## src/rtl/ghost_mode_ctrl.sv

```systemverilog
// rtl/ghost_mode_ctrl.sv - scatter/chase phase scheduler with optional frightened overlay
// Frightened mode and pellet handling exist only when GHOST_FRIGHT_EN is defined.
module ghost_mode_ctrl #(
  parameter int TICKS_PER_SEC = 25_000_000,
  parameter int SCATTER_LONG  = 7,
  parameter int SCATTER_SHORT = 5,
  parameter int CHASE_LEN     = 20,
  parameter int FRIGHT_LEN    = 6
) (
  input  logic       clk,
  input  logic       reset,
  input  logic       run,
  input  logic       power_pellet,
  output logic       isScatter,
  output logic       isChase,
  output logic       isFright,
  output logic       reverse,
  output logic [2:0] phase
);

  localparam int CW = (TICKS_PER_SEC > 1) ? $clog2(TICKS_PER_SEC) : 1;
  localparam logic [CW-1:0] SEC_LAST = CW'(TICKS_PER_SEC - 1);

  logic [CW-1:0] secCnt, secCntNext;
  logic [7:0]    remain, remainNext;
  logic [2:0]    phaseNext;
  logic          scatterNext, chaseNext, reverseNext;
  logic          tick;

  // Duration of the phase being entered; phase 7 is endless so its value is never consumed.
  function automatic logic [7:0] durFor(input logic [2:0] p);
    if (p[0])
      durFor = 8'(CHASE_LEN);
    else if (p < 3'd4)
      durFor = 8'(SCATTER_LONG);
    else
      durFor = 8'(SCATTER_SHORT);
  endfunction

  assign tick = run && (secCnt == SEC_LAST);

`ifdef GHOST_FRIGHT_EN
  logic       frightQ, frightNext;
  logic [7:0] frightRemain, frightRemainNext;
  logic       pelletHit;

  assign pelletHit = run && power_pellet;
  assign isFright  = frightQ;
`else
  logic unusedPellet;
  assign unusedPellet = power_pellet & (FRIGHT_LEN != 0);
  assign isFright     = 1'b0;
`endif

  always_comb begin
    secCntNext  = secCnt;
    remainNext  = remain;
    phaseNext   = phase;
    scatterNext = isScatter;
    chaseNext   = isChase;
    reverseNext = 1'b0;
`ifdef GHOST_FRIGHT_EN
    frightNext       = frightQ;
    frightRemainNext = frightRemain;
`endif
    if (run) begin
      secCntNext = tick ? '0 : secCnt + 1'b1;
`ifdef GHOST_FRIGHT_EN
      // A pellet outranks a coincident phase-expiry tick; only the first pellet reverses.
      if (pelletHit) begin
        frightNext       = 1'b1;
        frightRemainNext = 8'(FRIGHT_LEN);
        secCntNext       = '0;
        scatterNext      = 1'b0;
        chaseNext        = 1'b0;
        reverseNext      = !frightQ;
      end else if (frightQ) begin
        if (tick) begin
          frightRemainNext = frightRemain - 8'd1;
          if (frightRemain == 8'd1) begin
            frightNext  = 1'b0;
            secCntNext  = '0;
            scatterNext = !phase[0];
            chaseNext   = phase[0];
          end
        end
      end else
`endif
      if (tick && phase != 3'd7) begin
        if (remain == 8'd1) begin
          phaseNext   = phase + 3'd1;
          remainNext  = durFor(phase + 3'd1);
          scatterNext = phase[0];
          chaseNext   = !phase[0];
          reverseNext = 1'b1;
        end else begin
          remainNext = remain - 8'd1;
        end
      end
    end
  end

  always_ff @(posedge clk or posedge reset) begin
    if (reset) begin
      secCnt    <= '0;
      remain    <= 8'(SCATTER_LONG);
      phase     <= 3'd0;
      isScatter <= 1'b1;
      isChase   <= 1'b0;
      reverse   <= 1'b0;
    end else begin
      secCnt    <= secCntNext;
      remain    <= remainNext;
      phase     <= phaseNext;
      isScatter <= scatterNext;
      isChase   <= chaseNext;
      reverse   <= reverseNext;
    end
  end

`ifdef GHOST_FRIGHT_EN
  always_ff @(posedge clk or posedge reset) begin
    if (reset) begin
      frightQ      <= 1'b0;
      frightRemain <= 8'd0;
    end else begin
      frightQ      <= frightNext;
      frightRemain <= frightRemainNext;
    end
  end
`endif

endmodule

```

## config.mk

```make
export PLATFORM = sky130hd
export DESIGN_NAME = ghost_mode_ctrl
export DESIGN_NICKNAME = d
export VERILOG_FILES = /design/src/rtl/ghost_mode_ctrl.sv
export SDC_FILE = /design/constraint.sdc
export NUM_CORES = 1
export LEC_CHECK = 0
export BUFFER_PORTS_ARGS = -buffer_cell sky130_fd_sc_hd__buf_2
export CORE_AREA = 2 2 62 64
export DETAILED_ROUTE_END_ITERATION = 7
export DIE_AREA = 0 0 64 66
export PLACE_DENSITY = 0.81
export SLEW_MARGIN = 20
export SYNTH_ARGS = -nofsm -noshare
export SYNTH_HDL_FRONTEND = slang
export SYNTH_SLANG_ARGS = --single-unit
```

## constraint.sdc

```tcl
create_clock -name clk -period 3.5 [get_ports clk]
set_input_delay 1.05 -clock clk [delete_from_list [all_inputs] [get_ports clk]]
set_output_delay 1.05 -clock clk [all_outputs]
set_load 0.03 [all_outputs]
```

Yosys cells after proc, flatten, opt, wreduce, memory -nomap -nowiden
Index checks and enable logic that the tools add are counted.
{"block": "classes", "magnitude_cmp": 1, "n_div": 0, "multipliers": 0, "n_mux": 7, "reduce_logical": 5, "addsub": 3, "bitwise": 0, "shifts": 0, "n_eq_ne": 3}
{"op": "$add 25x1->25 const B", "n": 1}
{"op": "$eq 25x25->1 const B", "n": 1}
{"op": "$mux 25", "n": 1}
{"op": "$eq 8x1->1 const B", "n": 1}
{"op": "$mux 8", "n": 1}
{"op": "$sub 8x1->8 const B", "n": 1}
{"op": "$mux 5", "n": 1}
{"op": "$add 3x1->3 const B", "n": 1}
{"op": "$lt 3x3->1 const B", "n": 1}
{"op": "$mux 1", "n": 3}
{"op": "$ne 3x3->1 const B", "n": 1}
{"op": "$reduce_and 3->1", "n": 1}
{"op": "$logic_and 1x1->1", "n": 2}
{"op": "$mux 2", "n": 1}
{"op": "$reduce_and 2->1", "n": 1}
{"op": "$logic_not 1->1", "n": 1}
{"block": "totals", "latch_bits": 0, "mem_bits_rw": 0, "output_inout_bits": 7, "n_memories": 0, "regBits": 39, "rom_bits": 0, "elab_cells": 25}

Longest topological paths before layout
{"block": "logic_depth", "depth_word": 5, "ltp_mapped": 8, "ltp_nobuf": 6}

Worst setup path after synthesis
No wires, ideal clock.
{"block": "synth_path", "path_type": "input -> register", "from": "input run", "to": "register secCnt[22]", "arrival_ns": 2.270, "path_stages": 5, "slack_ns": 1.099, "path_buffers": 1, "cell_sequence": "nand4_4 -> or4_1 -> buf_2 -> or3_1 -> mux2i_1"}
{"block": "synth_between", "elab_chain_len": 2}
{"element": "start, declared", "line_no": "12", "rtl": "input logic run,"}
{"element": "$logic_and 1x1->1", "line_no": "40", "rtl": "assign tick = run && (secCnt == SEC_LAST);"}
{"element": "$mux 25", "line_no": "67", "rtl": "secCntNext = tick ? '0 : secCnt + 1'b1;"}
{"element": "end signal, assigned", "line_no": "112", "rtl": "secCnt <= secCntNext;"}
{"element": "end, declared", "line_no": "24", "rtl": "logic [CW-1:0] secCnt, secCntNext;"}
Several ways; a longest one is shown, not always the timed one.
A chain may end at the register's enable or synchronous reset.

Worst setup path after layout
{"block": "layout_path", "from": "register secCnt[6]", "to": "register secCnt[1]"}
{"block": "layout_between", "elab_chain_len": 3}
{"element": "$eq 25x25->1", "line_no": "40"}
{"element": "$logic_and 1x1->1", "line_no": "40"}
{"element": "$mux 25", "line_no": "67"}
No other way between the ends.

==> run metrics <==
status completed; critical path peak fanout 14; row count 22; WL met2 1840 um; DIE AREA 0.00422 mm^2; Worst Hold Class flop to flop; length in cells of the worst reg-to-reg path 4; max_slew headroom 54.1%; hold endpoint secCnt[22]; filler instances 298; ys async rst share 100%; Post-Synth XOR/XNOR Area 7.18%; gr ovfl total 0; final hold vios 0; 1st-iter DRT viols 116; clk slew on worst S/H paths 0.11 ns; FMAX 410 MHz; Initial DRT Pass Iterations 4; Worst Tran Pin Value 0.682 ns; peak supply drop 0.000259 V; Crit path required time 3.72 ns; antenna-violating nets left 0; Port Buffers 8; register area 956 um^2; Post-Syn Instances 203; simple-gate share of the synthesized area 27.3%; crit path time final 2.44 ns; Worst Skew 0.0134 ns; max layer used met4; Yosys Warn Count 0; Mapped Area 0.00207 mm^2; Design Area, Final 0.00219 mm^2; metal3 WL 108 um; share of cells above drive strength 1 17.9%; ys flop type dfrtp_1; CORE AREA 0.00355 mm^2; Lkg Pwr 1.01 nW; startpoint types flop; Top Ports 11; vias in the first global route 1544; vias per inst 5.95; initial antenna violation count 0; total CTS buffers 5; area share of the leading cell type in the synthesized netlist 41.0%; hold_buf cts 0; Total GRT Usage 22.1%; Hold Path Depth 1; RD Place Congestion 0.789; CP endpoint kind flop; Synth area leaders dfrtp_1 (41%), dfstp_2 (5.1%), mux2_2 (3.8%), xnor2_1 (3.8%), xor2_1 (3.4%); post-DP HPWL 2780 um; Crit. Startpoint secCnt[6]; routed via count 1546; worst r2r dst secCnt[1]; Horiz. Die Dim 64 um; R2R setup slack 1.06 ns; RSZ-0062 raised after global routing no; H-tree depth 2; largest family of logic cells by synthesized area simple AND/OR/NAND/NOR gates; Pwr Total 0.830 mW; Total Routed Length 3910 um; Distinct cells, synth 49; period utilization 69.6%; post-synthesis adder-cell area fraction 3.02%; first-pass GRT wire length 7130 um; crit-path cells or3_1, or4_1, nor3_4, o22ai_1; Seq/Total Area, Yosys 46.1%; post-synthesis compound-gate area fraction 8.21%; Worst-Skew Late Latency 0.36 ns; Non-Filler Instances 260; area leader, netlist dfrtp_1; placed cells 252; deepest clock path buffer count 2; TritonCTS clock tree yes; die height 66 um; most frequent cells in the layout dfrtp_1 (34), nor2_1 (14), nand3_1 (11); # Post-CTS Setup Buffers 0; Initial Utilization 58.4%; Pins Over Slew Limit 0; Final #Nets 220; fin util 61.7%; Worst Path Arrival 2.66 ns; final setup TNS 0 ns; root buffer cell clkbuf_4; Worst path max stage delay 0.68 ns; mux share of post-synthesis cell area 4.28%; Antenna Cells 0; Cell Pwr Density 379 mW/mm^2; drt drc 0; placed instance area 0.00213 mm^2; Post-CTS Resized 0; number of synthesized flops with an enable pin 0; min-delay src secCnt[22]; #FFs+latches synth 38; M1 wire length 1890 um; TritonCTS Sinks 38; pin count of the biggest net entering global routing 39; wire per inst 15.0 um; critical path type flop to flop; slowest stage cell, crit path or4_1; commonest non-fill, non-tap cell in the layout dfrtp_1; Final setup viols 0; max_cap viols 0; Multi-input gate area 0.00104 mm^2; syn nets 212; r2r startpoint secCnt[6]; Syn Area/Cell 10.2 um^2; synth-to-layout area growth 5.61%
## routing by layer
metal	GRT usage, %	vias to the layer above
met5	0	-
met1	29.3	762
met4	9.51	0
met3	5.79	6
met2	34.4	16
li1	-	762
## power by group
part | total (mW) | switching (mW) | internal (mW)
Combinational | 0.0734 | 0.0403 | 0.0331
Sequential | 0.510 | 0.0414 | 0.468
Clock | 0.246 | 0.149 | 0.0974
## flip-flops by register name, indices dropped and copies added (netlist names)
name,count
remain,8
isScatter,1
phase,3
reverse,1
secCnt,25
## synth_stat cells, types with 6 or more instances
master,count
a21oi_1,7
dfrtp_1,34
xnor2_1,9
nand2_1,9
nor4_1,6
or3_1,8
nor3_1,6
mux2_2,7
nor2_1,14
nand4_1,7
nand3_1,11
inv_1,7
o21ai_0,9
xor2_1,8
## critical path: cells and delay by family, from the launching register on
kind            cells  cell delay (ns)
compound gates      1             0.17
simple gates        3             1.69
flops               1             0.45
## cells by family after synthesis
logic type / after synthesis
compound gates: 28
xor+xnor: 17
fa+ha+maj: 5
buf+inv: 15
flops: 38
mux: 8
other cells: 1
simple gates: 91
## per-stage QoR
step / setup WS, ns / hold WS, ns
after detailed placement: 0.789 / 0.484
after floorplan: 1.10 / 0.446
after CTS: 1.04 / 0.499
final: 1.06 / 0.501
after global placement: 0.804 / 0.481
after global routing: 0.932 / 0.522
## layout make-up
class                           instances  share of cell area, %
Clock buffer                            7                   2.51
Inverter                                7                   1.20
Clock inverter                          1                  0.229
Sequential cell                        38                   43.7
Timing Repair Buffer                    9                   2.17
Tap cell                               48                   2.74
Multi-Input combinational cell        150                   47.5
## worst max path at each step
stage | endpoint | cells after the start
2_1_floorplan | secCnt[22] | 5
4_1_cts | secCnt[1] | 4
5_1_grt | secCnt[1] | 4
3_5_place_dp | secCnt[22] | 5
6_report | secCnt[1] | 4
3_3_place_gp | secCnt[22] | 5
(Power assumes the default switching activity.)
